File: src/rtl/rdma_host_frame_mux_pkg.sv
// Shared types and width helpers for the RDMA host frame multiplexer.
package rdma_mux_pkg;

  typedef enum logic [1:0] {
    IDLE  = 2'd0,
    BUSY  = 2'd1,
    DRAIN = 2'd2
  } mux_state_e;

  // Widest channel index (16 channels) and beat count (MAX_BEATS up to 65536).
  localparam int COMP_CH_MAX_W  = 4;
  localparam int COMP_CNT_MAX_W = 17;

  typedef struct packed {
    logic [COMP_CH_MAX_W-1:0]  ch;
    logic [COMP_CNT_MAX_W-1:0] beats;
    logic                      err;
  } comp_t;

  function automatic int ch_w_f(input int num_ch);
    return (num_ch > 1) ? $clog2(num_ch) : 1;
  endfunction

  function automatic int cnt_w_f(input int max_beats);
    return $clog2(max_beats + 1);
  endfunction

endpackage

File: src/rtl/rdma_host_frame_mux_if.sv
// Host-side request streams, merged output stream and completion report.
interface rdma_host_frame_mux_if #(
  parameter int NUM_CH    = 4,
  parameter int DATA_W    = 64,
  parameter int MAX_BEATS = 256,
  parameter int CH_W      = rdma_mux_pkg::ch_w_f(NUM_CH),
  parameter int CNT_W     = rdma_mux_pkg::cnt_w_f(MAX_BEATS)
) ();
  import rdma_mux_pkg::*;

  logic [NUM_CH-1:0]        host_valid;
  logic [NUM_CH*DATA_W-1:0] host_data;
  logic [NUM_CH-1:0]        host_last;
  logic [NUM_CH-1:0]        host_ready;
  logic                     out_valid;
  logic [DATA_W-1:0]        out_data;
  logic                     out_last;
  logic [CH_W-1:0]          out_ch;
  logic                     out_ready;
  logic                     comp_valid;
  logic [CH_W-1:0]          comp_ch;
  logic [CNT_W-1:0]         comp_beats;
  logic                     comp_err;

  modport slave (
    input  host_valid, host_data, host_last, out_ready,
    output host_ready, out_valid, out_data, out_last, out_ch,
    output comp_valid, comp_ch, comp_beats, comp_err
  );

  modport master (
    output host_valid, host_data, host_last, out_ready,
    input  host_ready, out_valid, out_data, out_last, out_ch,
    input  comp_valid, comp_ch, comp_beats, comp_err
  );

endinterface

File: src/rtl/rdma_host_frame_mux_rr_arbiter.sv
// Round-robin arbiter: priority starts one past the most recently granted channel.
module rdma_rr_arbiter
  import rdma_mux_pkg::*;
#(
  parameter int NUM_CH = 4,
  parameter int CH_W   = rdma_mux_pkg::ch_w_f(NUM_CH)
) (
  input  logic              clk,
  input  logic              rst,
  input  logic [NUM_CH-1:0] req_i,
  input  logic              advance_i,
  output logic [NUM_CH-1:0] gnt_oh_o,
  output logic [CH_W-1:0]   gnt_idx_o
);

  logic [CH_W-1:0]   ptr_q;
  logic [CH_W-1:0]   ptr_d;
  logic [CH_W-1:0]   gnt_idx_s;
  logic [CH_W-1:0]   idx_v;
  logic [NUM_CH-1:0] gnt_oh_s;
  logic              found_s;

  // Scan channels starting at the pointer and take the first requester.
  always_comb begin
    gnt_idx_s = '0;
    gnt_oh_s  = '0;
    found_s   = 1'b0;
    idx_v     = '0;
    for (int i = 0; i < NUM_CH; i++) begin
      idx_v = CH_W'((int'(ptr_q) + i) % NUM_CH);
      if (!found_s && req_i[idx_v]) begin
        found_s         = 1'b1;
        gnt_idx_s       = idx_v;
        gnt_oh_s[idx_v] = 1'b1;
      end else begin
        found_s = found_s;
      end
    end
  end

  always_comb begin
    if (advance_i && found_s) begin
      ptr_d = (gnt_idx_s == CH_W'(NUM_CH - 1)) ? '0 : gnt_idx_s + CH_W'(1);
    end else begin
      ptr_d = ptr_q;
    end
  end

  always_ff @(posedge clk) begin
    if (rst) begin
      ptr_q <= '0;
    end else begin
      ptr_q <= ptr_d;
    end
  end

  assign gnt_oh_o  = gnt_oh_s;
  assign gnt_idx_o = gnt_idx_s;

endmodule

File: src/rtl/rdma_host_frame_mux.sv
// Merges NUM_CH host request streams into one registered stream, frame by frame,
// truncating over-length frames and reporting a completion per delivered frame.
module rdma_host_frame_mux
  import rdma_mux_pkg::*;
#(
  parameter int NUM_CH    = 4,
  parameter int DATA_W    = 64,
  parameter int MAX_BEATS = 256,
  parameter int CH_W      = rdma_mux_pkg::ch_w_f(NUM_CH),
  parameter int CNT_W     = rdma_mux_pkg::cnt_w_f(MAX_BEATS)
) (
  input logic                  clk,
  input logic                  rst,
  rdma_host_frame_mux_if.slave bus
);

  mux_state_e        state_q, state_d;
  logic [CH_W-1:0]   gnt_q, gnt_d;
  logic [NUM_CH-1:0] gnt_oh_q, gnt_oh_d;
  logic [CNT_W-1:0]  cnt_q, cnt_d;

  logic              out_valid_q, out_valid_d;
  logic [DATA_W-1:0] out_data_q, out_data_d;
  logic              out_last_q, out_last_d;
  logic [CH_W-1:0]   out_ch_q, out_ch_d;
  logic [CNT_W-1:0]  out_beats_q, out_beats_d;
  logic              out_err_q, out_err_d;

  logic              comp_valid_q, comp_valid_d;
  comp_t             comp_q, comp_d;

  logic [NUM_CH-1:0] arb_oh_s;
  logic [CH_W-1:0]   arb_idx_s;
  logic              advance_s;
  logic              sel_valid_s;
  logic              sel_last_s;
  logic [DATA_W-1:0] sel_data_s;
  logic              slot_free_s;
  logic              ready_en_s;
  logic              out_fire_s;
  logic [CNT_W-1:0]  cnt_next_s;
  logic              trunc_s;
  logic              unused_comp_s;

  assign advance_s   = (state_q == IDLE) && (|bus.host_valid);
  assign sel_valid_s = |(bus.host_valid & gnt_oh_q);
  assign sel_last_s  = |(bus.host_last & gnt_oh_q);
  assign slot_free_s = !out_valid_q || bus.out_ready;
  assign out_fire_s  = out_valid_q && bus.out_ready;
  assign cnt_next_s  = cnt_q + CNT_W'(1);
  assign trunc_s     = (cnt_next_s == CNT_W'(MAX_BEATS)) && !sel_last_s;

  rdma_rr_arbiter #(
    .NUM_CH (NUM_CH),
    .CH_W   (CH_W)
  ) u_arb (
    .clk       (clk),
    .rst       (rst),
    .req_i     (bus.host_valid),
    .advance_i (advance_s),
    .gnt_oh_o  (arb_oh_s),
    .gnt_idx_o (arb_idx_s)
  );

  // AND-OR select of the granted channel's data.
  always_comb begin
    sel_data_s = '0;
    for (int i = 0; i < NUM_CH; i++) begin
      sel_data_s = sel_data_s | (bus.host_data[i*DATA_W +: DATA_W] & {DATA_W{gnt_oh_q[i]}});
    end
  end

  // DRAIN swallows the tail of a truncated frame regardless of downstream stalls.
  always_comb begin
    case (state_q)
      BUSY:    ready_en_s = slot_free_s;
      DRAIN:   ready_en_s = 1'b1;
      default: ready_en_s = 1'b0;
    endcase
  end

  // Frame FSM, beat counter, output slice and completion next-state.
  always_comb begin
    state_d      = state_q;
    gnt_d        = gnt_q;
    gnt_oh_d     = gnt_oh_q;
    cnt_d        = cnt_q;
    out_valid_d  = out_fire_s ? 1'b0 : out_valid_q;
    out_data_d   = out_data_q;
    out_last_d   = out_last_q;
    out_ch_d     = out_ch_q;
    out_beats_d  = out_beats_q;
    out_err_d    = out_err_q;
    comp_valid_d = 1'b0;
    comp_d       = comp_q;

    case (state_q)
      IDLE: begin
        if (advance_s) begin
          state_d  = BUSY;
          gnt_d    = arb_idx_s;
          gnt_oh_d = arb_oh_s;
          cnt_d    = '0;
        end else begin
          state_d = IDLE;
        end
      end
      BUSY: begin
        if (sel_valid_s && slot_free_s) begin
          cnt_d       = cnt_next_s;
          out_valid_d = 1'b1;
          out_data_d  = sel_data_s;
          out_last_d  = sel_last_s || trunc_s;
          out_ch_d    = gnt_q;
          out_beats_d = cnt_next_s;
          out_err_d   = trunc_s;
          if (sel_last_s) begin
            state_d = IDLE;
          end else if (trunc_s) begin
            state_d = DRAIN;
          end else begin
            state_d = BUSY;
          end
        end else begin
          state_d = BUSY;
        end
      end
      DRAIN: begin
        if (sel_valid_s && sel_last_s) begin
          state_d = IDLE;
        end else begin
          state_d = DRAIN;
        end
      end
      default: state_d = IDLE;
    endcase

    // Beat count and error travel with the last beat, so completion follows its handshake.
    if (out_fire_s && out_last_q) begin
      comp_valid_d = 1'b1;
      comp_d.ch    = COMP_CH_MAX_W'(out_ch_q);
      comp_d.beats = COMP_CNT_MAX_W'(out_beats_q);
      comp_d.err   = out_err_q;
    end else begin
      comp_valid_d = 1'b0;
    end
  end

  // State and output registers with synchronous reset.
  always_ff @(posedge clk) begin
    if (rst) begin
      state_q      <= IDLE;
      gnt_q        <= '0;
      gnt_oh_q     <= '0;
      cnt_q        <= '0;
      out_valid_q  <= 1'b0;
      out_data_q   <= '0;
      out_last_q   <= 1'b0;
      out_ch_q     <= '0;
      out_beats_q  <= '0;
      out_err_q    <= 1'b0;
      comp_valid_q <= 1'b0;
      comp_q       <= '0;
    end else begin
      state_q      <= state_d;
      gnt_q        <= gnt_d;
      gnt_oh_q     <= gnt_oh_d;
      cnt_q        <= cnt_d;
      out_valid_q  <= out_valid_d;
      out_data_q   <= out_data_d;
      out_last_q   <= out_last_d;
      out_ch_q     <= out_ch_d;
      out_beats_q  <= out_beats_d;
      out_err_q    <= out_err_d;
      comp_valid_q <= comp_valid_d;
      comp_q       <= comp_d;
    end
  end

  assign bus.host_ready = gnt_oh_q & {NUM_CH{ready_en_s}};
  assign bus.out_valid  = out_valid_q;
  assign bus.out_data   = out_data_q;
  assign bus.out_last   = out_last_q;
  assign bus.out_ch     = out_ch_q;
  assign bus.comp_valid = comp_valid_q;
  assign bus.comp_ch    = comp_q.ch[CH_W-1:0];
  assign bus.comp_beats = comp_q.beats[CNT_W-1:0];
  assign bus.comp_err   = comp_q.err;

  assign unused_comp_s = ^{comp_q.ch, comp_q.beats};

endmodule

File: src/flat_wrapper.sv
// flat-port wrapper written by rule: the top's interface ports become plain ports
module rdma_host_frame_mux_flat import rdma_mux_pkg::*;
#(
  parameter int NUM_CH    = 4,
  parameter int DATA_W    = 64,
  parameter int MAX_BEATS = 256,
  parameter int CH_W      = rdma_mux_pkg::ch_w_f(NUM_CH),
  parameter int CNT_W     = rdma_mux_pkg::cnt_w_f(MAX_BEATS)
)
  (clk, rst, bus_host_valid, bus_host_data, bus_host_last, bus_out_ready, bus_host_ready, bus_out_valid, bus_out_data, bus_out_last, bus_out_ch, bus_comp_valid, bus_comp_ch, bus_comp_beats, bus_comp_err);
  rdma_host_frame_mux_if #(.NUM_CH(NUM_CH), .DATA_W(DATA_W), .MAX_BEATS(MAX_BEATS), .CH_W(CH_W), .CNT_W(CNT_W)) bus_i ();
  input logic clk;
  input logic rst;
  input wire logic [$bits(bus_i.host_valid)-1:0] bus_host_valid;
  input wire logic [$bits(bus_i.host_data)-1:0] bus_host_data;
  input wire logic [$bits(bus_i.host_last)-1:0] bus_host_last;
  input wire logic [$bits(bus_i.out_ready)-1:0] bus_out_ready;
  output wire logic [$bits(bus_i.host_ready)-1:0] bus_host_ready;
  output wire logic [$bits(bus_i.out_valid)-1:0] bus_out_valid;
  output wire logic [$bits(bus_i.out_data)-1:0] bus_out_data;
  output wire logic [$bits(bus_i.out_last)-1:0] bus_out_last;
  output wire logic [$bits(bus_i.out_ch)-1:0] bus_out_ch;
  output wire logic [$bits(bus_i.comp_valid)-1:0] bus_comp_valid;
  output wire logic [$bits(bus_i.comp_ch)-1:0] bus_comp_ch;
  output wire logic [$bits(bus_i.comp_beats)-1:0] bus_comp_beats;
  output wire logic [$bits(bus_i.comp_err)-1:0] bus_comp_err;
  assign bus_i.host_valid = bus_host_valid;
  assign bus_i.host_data = bus_host_data;
  assign bus_i.host_last = bus_host_last;
  assign bus_i.out_ready = bus_out_ready;
  assign bus_host_ready = bus_i.host_ready;
  assign bus_out_valid = bus_i.out_valid;
  assign bus_out_data = bus_i.out_data;
  assign bus_out_last = bus_i.out_last;
  assign bus_out_ch = bus_i.out_ch;
  assign bus_comp_valid = bus_i.comp_valid;
  assign bus_comp_ch = bus_i.comp_ch;
  assign bus_comp_beats = bus_i.comp_beats;
  assign bus_comp_err = bus_i.comp_err;
  rdma_host_frame_mux #(.NUM_CH(NUM_CH), .DATA_W(DATA_W), .MAX_BEATS(MAX_BEATS), .CH_W(CH_W), .CNT_W(CNT_W)) u_core (.clk(clk), .rst(rst), .bus(bus_i));
endmodule
File: config.mk
export PLATFORM = sky130hd
export DESIGN_NAME = rdma_host_frame_mux_flat
export DESIGN_NICKNAME = d
export VERILOG_FILES = /design/src/rtl/rdma_host_frame_mux_pkg.sv /design/src/rtl/rdma_host_frame_mux_if.sv /design/src/rtl/rdma_host_frame_mux_rr_arbiter.sv /design/src/rtl/rdma_host_frame_mux.sv /design/src/flat_wrapper.sv
export SDC_FILE = /design/constraint.sdc
export NUM_CORES = 1
export LEC_CHECK = 0
export CAP_MARGIN = 10
export CORE_ASPECT_RATIO = 0.5
export CORE_MARGIN = 4
export CORE_UTILIZATION = 40
export DETAILED_ROUTE_END_ITERATION = 10
export HOLD_SLACK_MARGIN = 0.08
export PLACE_DENSITY_LB_ADDON = 0.3
export SYNTH_ARGS = -nofsm -noshare
export SYNTH_HDL_FRONTEND = slang
export SYNTH_HIERARCHICAL = 1
export SYNTH_SLANG_ARGS = --single-unit
File: constraint.sdc
create_clock -name clk -period 5.1 [get_ports clk]
set_clock_uncertainty 0.05 [all_clocks]
set_input_delay 0.51 -clock clk [delete_from_list [all_inputs] [get_ports clk]]
set_output_delay 0.51 -clock clk [all_outputs]
set_load 0.01 [all_outputs]
==> flow_metrics.env <==
export IMPL_netlist_top_cells_area="dfxtp_1 37%, a22oi_1 17%, a311oi_1 9.8%"
export IMPL_worstPathRequired_ns=4.54
export IMPL_hold_violations=0
export IMPL_layout_drive_gt1_share_pct=4.234
export IMPL_syn_num_nets=967
export IMPL_route_detailed_drc=0
export IMPL_synth_seq_cells=110
export IMPL_r2r_cells=8
export IMPL_dp_cells=1168
export IMPL_grtUsageTotal_pct=27.23
export IMPL_leakagePower_nw=3.058
export IMPL_yosys_warnings=6
export IMPL_startpoint_type="register"
export IMPL_dr_pass1_iters=5
export IMPL_synth_commonest_cells="133 x a22oi_1, 110 x dfxtp_1, 91 x nor2_1"
export IMPL_top_usage_layer="met2"
export IMPL_ctsResizeCount=0
export IMPL_clock_path_buffers=2
export IMPL_cts_sinks=110
export IMPL_power_density_nw_per_um2=424.4
export IMPL_start_util_pct=42.08
export IMPL_grt_remaining_overflow=0
export IMPL_crit_chain="buf_4 -> and2_1 -> clkdlybuf4s50_1"
export IMPL_cp_num_buf_inv=2
export IMPL_setup_tns_ns=0
export IMPL_outcome="complete, no violations"
export IMPL_drv_cap=0
export IMPL_finalWirelength_mm=24.12
export IMPL_use_met3_pct=6.187
export IMPL_dp_slack_ns=2.091
export IMPL_tightest_slew_ns=0.9579
export IMPL_cts_tree="built"
export IMPL_critPathLaunch="u_core/gnt_oh_q[1]"
export IMPL_worst_r2r_setup_slack_ns=2.24
export IMPL_syn_avg_cell_area_sq_um=8.515
export IMPL_nets=1264
export IMPL_gp_congestion=0.9581
export IMPL_grt_start_max_net_pins=85
export IMPL_portBuffers=351
export IMPL_cpLargestDelayFamily="buffers and inverters"
export IMPL_yosysSeqAreaShare_pct=37.48
export IMPL_ctsHoldBuffers=0
export IMPL_diodes=0
export IMPL_grt_setup_unrepaired="false"
export IMPL_report_final_slew_viol_count=0
export IMPL_post_synth_num_cell_types=64
export IMPL_synth_edf_count=0
export IMPL_htreeDepth=3
export IMPL_worstSetupEndpointType="primary output"
export IMPL_num_vias=6791
export IMPL_netlist_area_sq_um=5876
export IMPL_groute_layer_met2_usage_pct=47.49
export IMPL_ir_worst_vdd_mv=0.2586
export IMPL_synth_top_flop_cell="dfxtp_1"
export IMPL_met1_usage_pct=33.99
export IMPL_maxSlewHeadroom_pct=36.14
export IMPL_cts_setup_buffers=0
export IMPL_die_h_um=93.70
export IMPL_worstPathArrival_ns=2.42
export IMPL_yosysTopAreaCell="dfxtp_1"
export IMPL_post_synth_top_count_cell="a22oi_1"
export IMPL_fin_crit_ns=2.979
export IMPL_async_flop_share_pct=0
export IMPL_numCtsBuffers=9
export IMPL_root_buffer="clkbuf_16"
export IMPL_num_rows=30
export IMPL_boundaryPins=352
export IMPL_dieArea_sq_um=16810
export IMPL_fp_dieW_um=179.4
export IMPL_register_area_sq_um=2207
export IMPL_core_area_sq_um=13960
export IMPL_ant_nets=0
export IMPL_fill_cells=1163
export IMPL_hold_slack_ns=0.4084
export IMPL_slowest_delay_ns=0.82
export IMPL_vias_per_cell=5.736
export IMPL_fin_ws_ns=2.121
export IMPL_cpMaxStageDelayCell="dfxtp_2"
export IMPL_dp_hpwl_mm=18.68
export IMPL_antenna_found_initial=0
export IMPL_rr_endpoint="u_core/gnt_oh_q[0]"
export IMPL_netlist_area_leader_share_pct=37.48
export IMPL_wire_per_inst_um=20.37
export IMPL_crit_path_end="bus_host_ready[1]"
export IMPL_setup_violations_final=0
export IMPL_fin_crit_sh_pct=58.42
export IMPL_drt_initial_drc_count=521
export IMPL_grt_pass1_vias=6695
export IMPL_critPathKind="register to primary output"
export IMPL_syn_to_final_growth_pct=64.44
export IMPL_grt_pass1_wl_mm=36.72
export IMPL_multiInputGateArea_sq_um=3302
export IMPL_max_freq_mhz=335.7
export IMPL_crit_fanout=35
export IMPL_crit_cells=3
export IMPL_finalNonFillerCells=1184
export IMPL_synthCells=690
export IMPL_p_total_mw=4.100
export IMPL_clkLatencyLatePin_ns=0.35
export IMPL_min_path_type="register to register"
export IMPL_clk_pin_slew_ns=0.09
-- worst reg2reg max path, stage by stage (launching register included) --
cell and delay, ns:
dfxtp_1 0.72, inv_2 0.17, ha_1 0.57, mux4_2 0.49
a22oi_1 0.22, nor2_1 0.06, a221o_1 0.30, nand2_1 0.07
a21oi_1 0.06
-- flip-flops by register name, indices dropped and copies added (netlist names), 2 cells and up, named ones only --
| name | flops |
|---|---|
| u_core/gnt_oh_q | 4 |
| u_core/bus.comp_beats | 9 |
| u_core/bus.out_ch | 2 |
| u_core/state_q | 2 |
| u_core/bus.out_data | 64 |
| u_core/gnt_q | 2 |
| u_core/bus.comp_ch | 2 |
| u_core/out_beats_q | 9 |
| u_core/cnt_q | 9 |
-- cells by family (layout without fill, tap and decap cells) --
| kind of cell | after synthesis | count (layout) | share of synthesized area (%) |
|---|---|---|---|
| and+or+nand+nor | 197 | 197 | 15.29 |
| xor gates and xnor gates | 6 | 6 | 0.8945 |
| buffers and inverters | 81 | 383 | 6.452 |
| muxes | 5 | 5 | 1.278 |
| DFF | 110 | 110 | 37.48 |
| AOI/OAI and AO/OA | 281 | 281 | 36.48 |
| adders and majority gates | 10 | 10 | 2.129 |
-- power by group --
| group | internal (mW) | total [mW] | switching, mW | leakage, nW |
|---|---|---|---|---|
| Clock | 0.359 | 0.731 | 0.372 | 0.154 |
| Sequential | 1.10 | 1.36 | 0.264 | 0.895 |
| Combinational | 1.00 | 2.01 | 1.01 | 2.01 |
-- layout make-up --
class | count | area share, %
tap | 192 | 2.486
sequential | 110 | 22.84
multi-input combinational | 499 | 34.18
inverter | 8 | 0.3108
clock inverter | 7 | 0.8936
clock buffer | 9 | 2.331
timing repair buffer | 359 | 36.96
-- metrics by stage --
| stage | area, sq um | utilization (%) |
|---|---|---|
| 2_1_floorplan | 5876 | - |
| 3_3_place_gp | 9350 | 66.96 |
| 3_5_place_dp | 9350 | 66.96 |
| 4_1_cts | 9662 | 69.19 |
| 5_1_grt | 9662 | 69.19 |
| 6_report | 9662 | 69.19 |
-- routing by layer --
metal / part of all wire, % / vias to the layer above
li1: - / 3251
met1: 41 / 3245
met2: 49 / 251
met3: 6.9 / 44
met4: 2.8 / 0
met5: 0 / -
-- how the worst min path moves through the flow --
| stage | from | to | slack, ns | cells after the start |
|---|---|---|---|---|
| 2_1_floorplan | u_core/out_beats_q[0] | u_core/bus.comp_beats[0] | 0.38 | 2 |
| 3_5_place_dp | u_core/gnt_q[1] | u_core/gnt_q[1] | 0.40 | 2 |
| 3_3_place_gp | u_core/gnt_q[1] | u_core/bus.out_ch[1] | 0.39 | 2 |
| 5_1_grt | u_core/out_beats_q[3] | u_core/bus.comp_beats[3] | 0.43 | 2 |
| 4_1_cts | u_core/bus.comp_ch[1] | u_core/bus.comp_ch[1] | 0.41 | 2 |
| 6_report | u_core/out_beats_q[3] | u_core/bus.comp_beats[3] | 0.41 | 2 |
-- layout by cell type (no fill, tap or decap), types with 4 or more instances in the layout --
cell type and instances:
inv_8 4, dfxtp_2 4, clkbuf_16 9, and2_1 4
nor2b_1 5, o21ai_0 11, a311oi_1 66, nand2b_1 13
a221o_1 4, nor3_1 5, inv_1 6, a22oi_1 133
nand2_1 51, clkdlybuf4s50_1 350, nand3_1 7, nor2_1 91
a21oi_1 31, ha_1 10, dfxtp_1 106, buf_4 9
a211oi_1 5
Note: power is estimated with default switching activity, not from simulation.
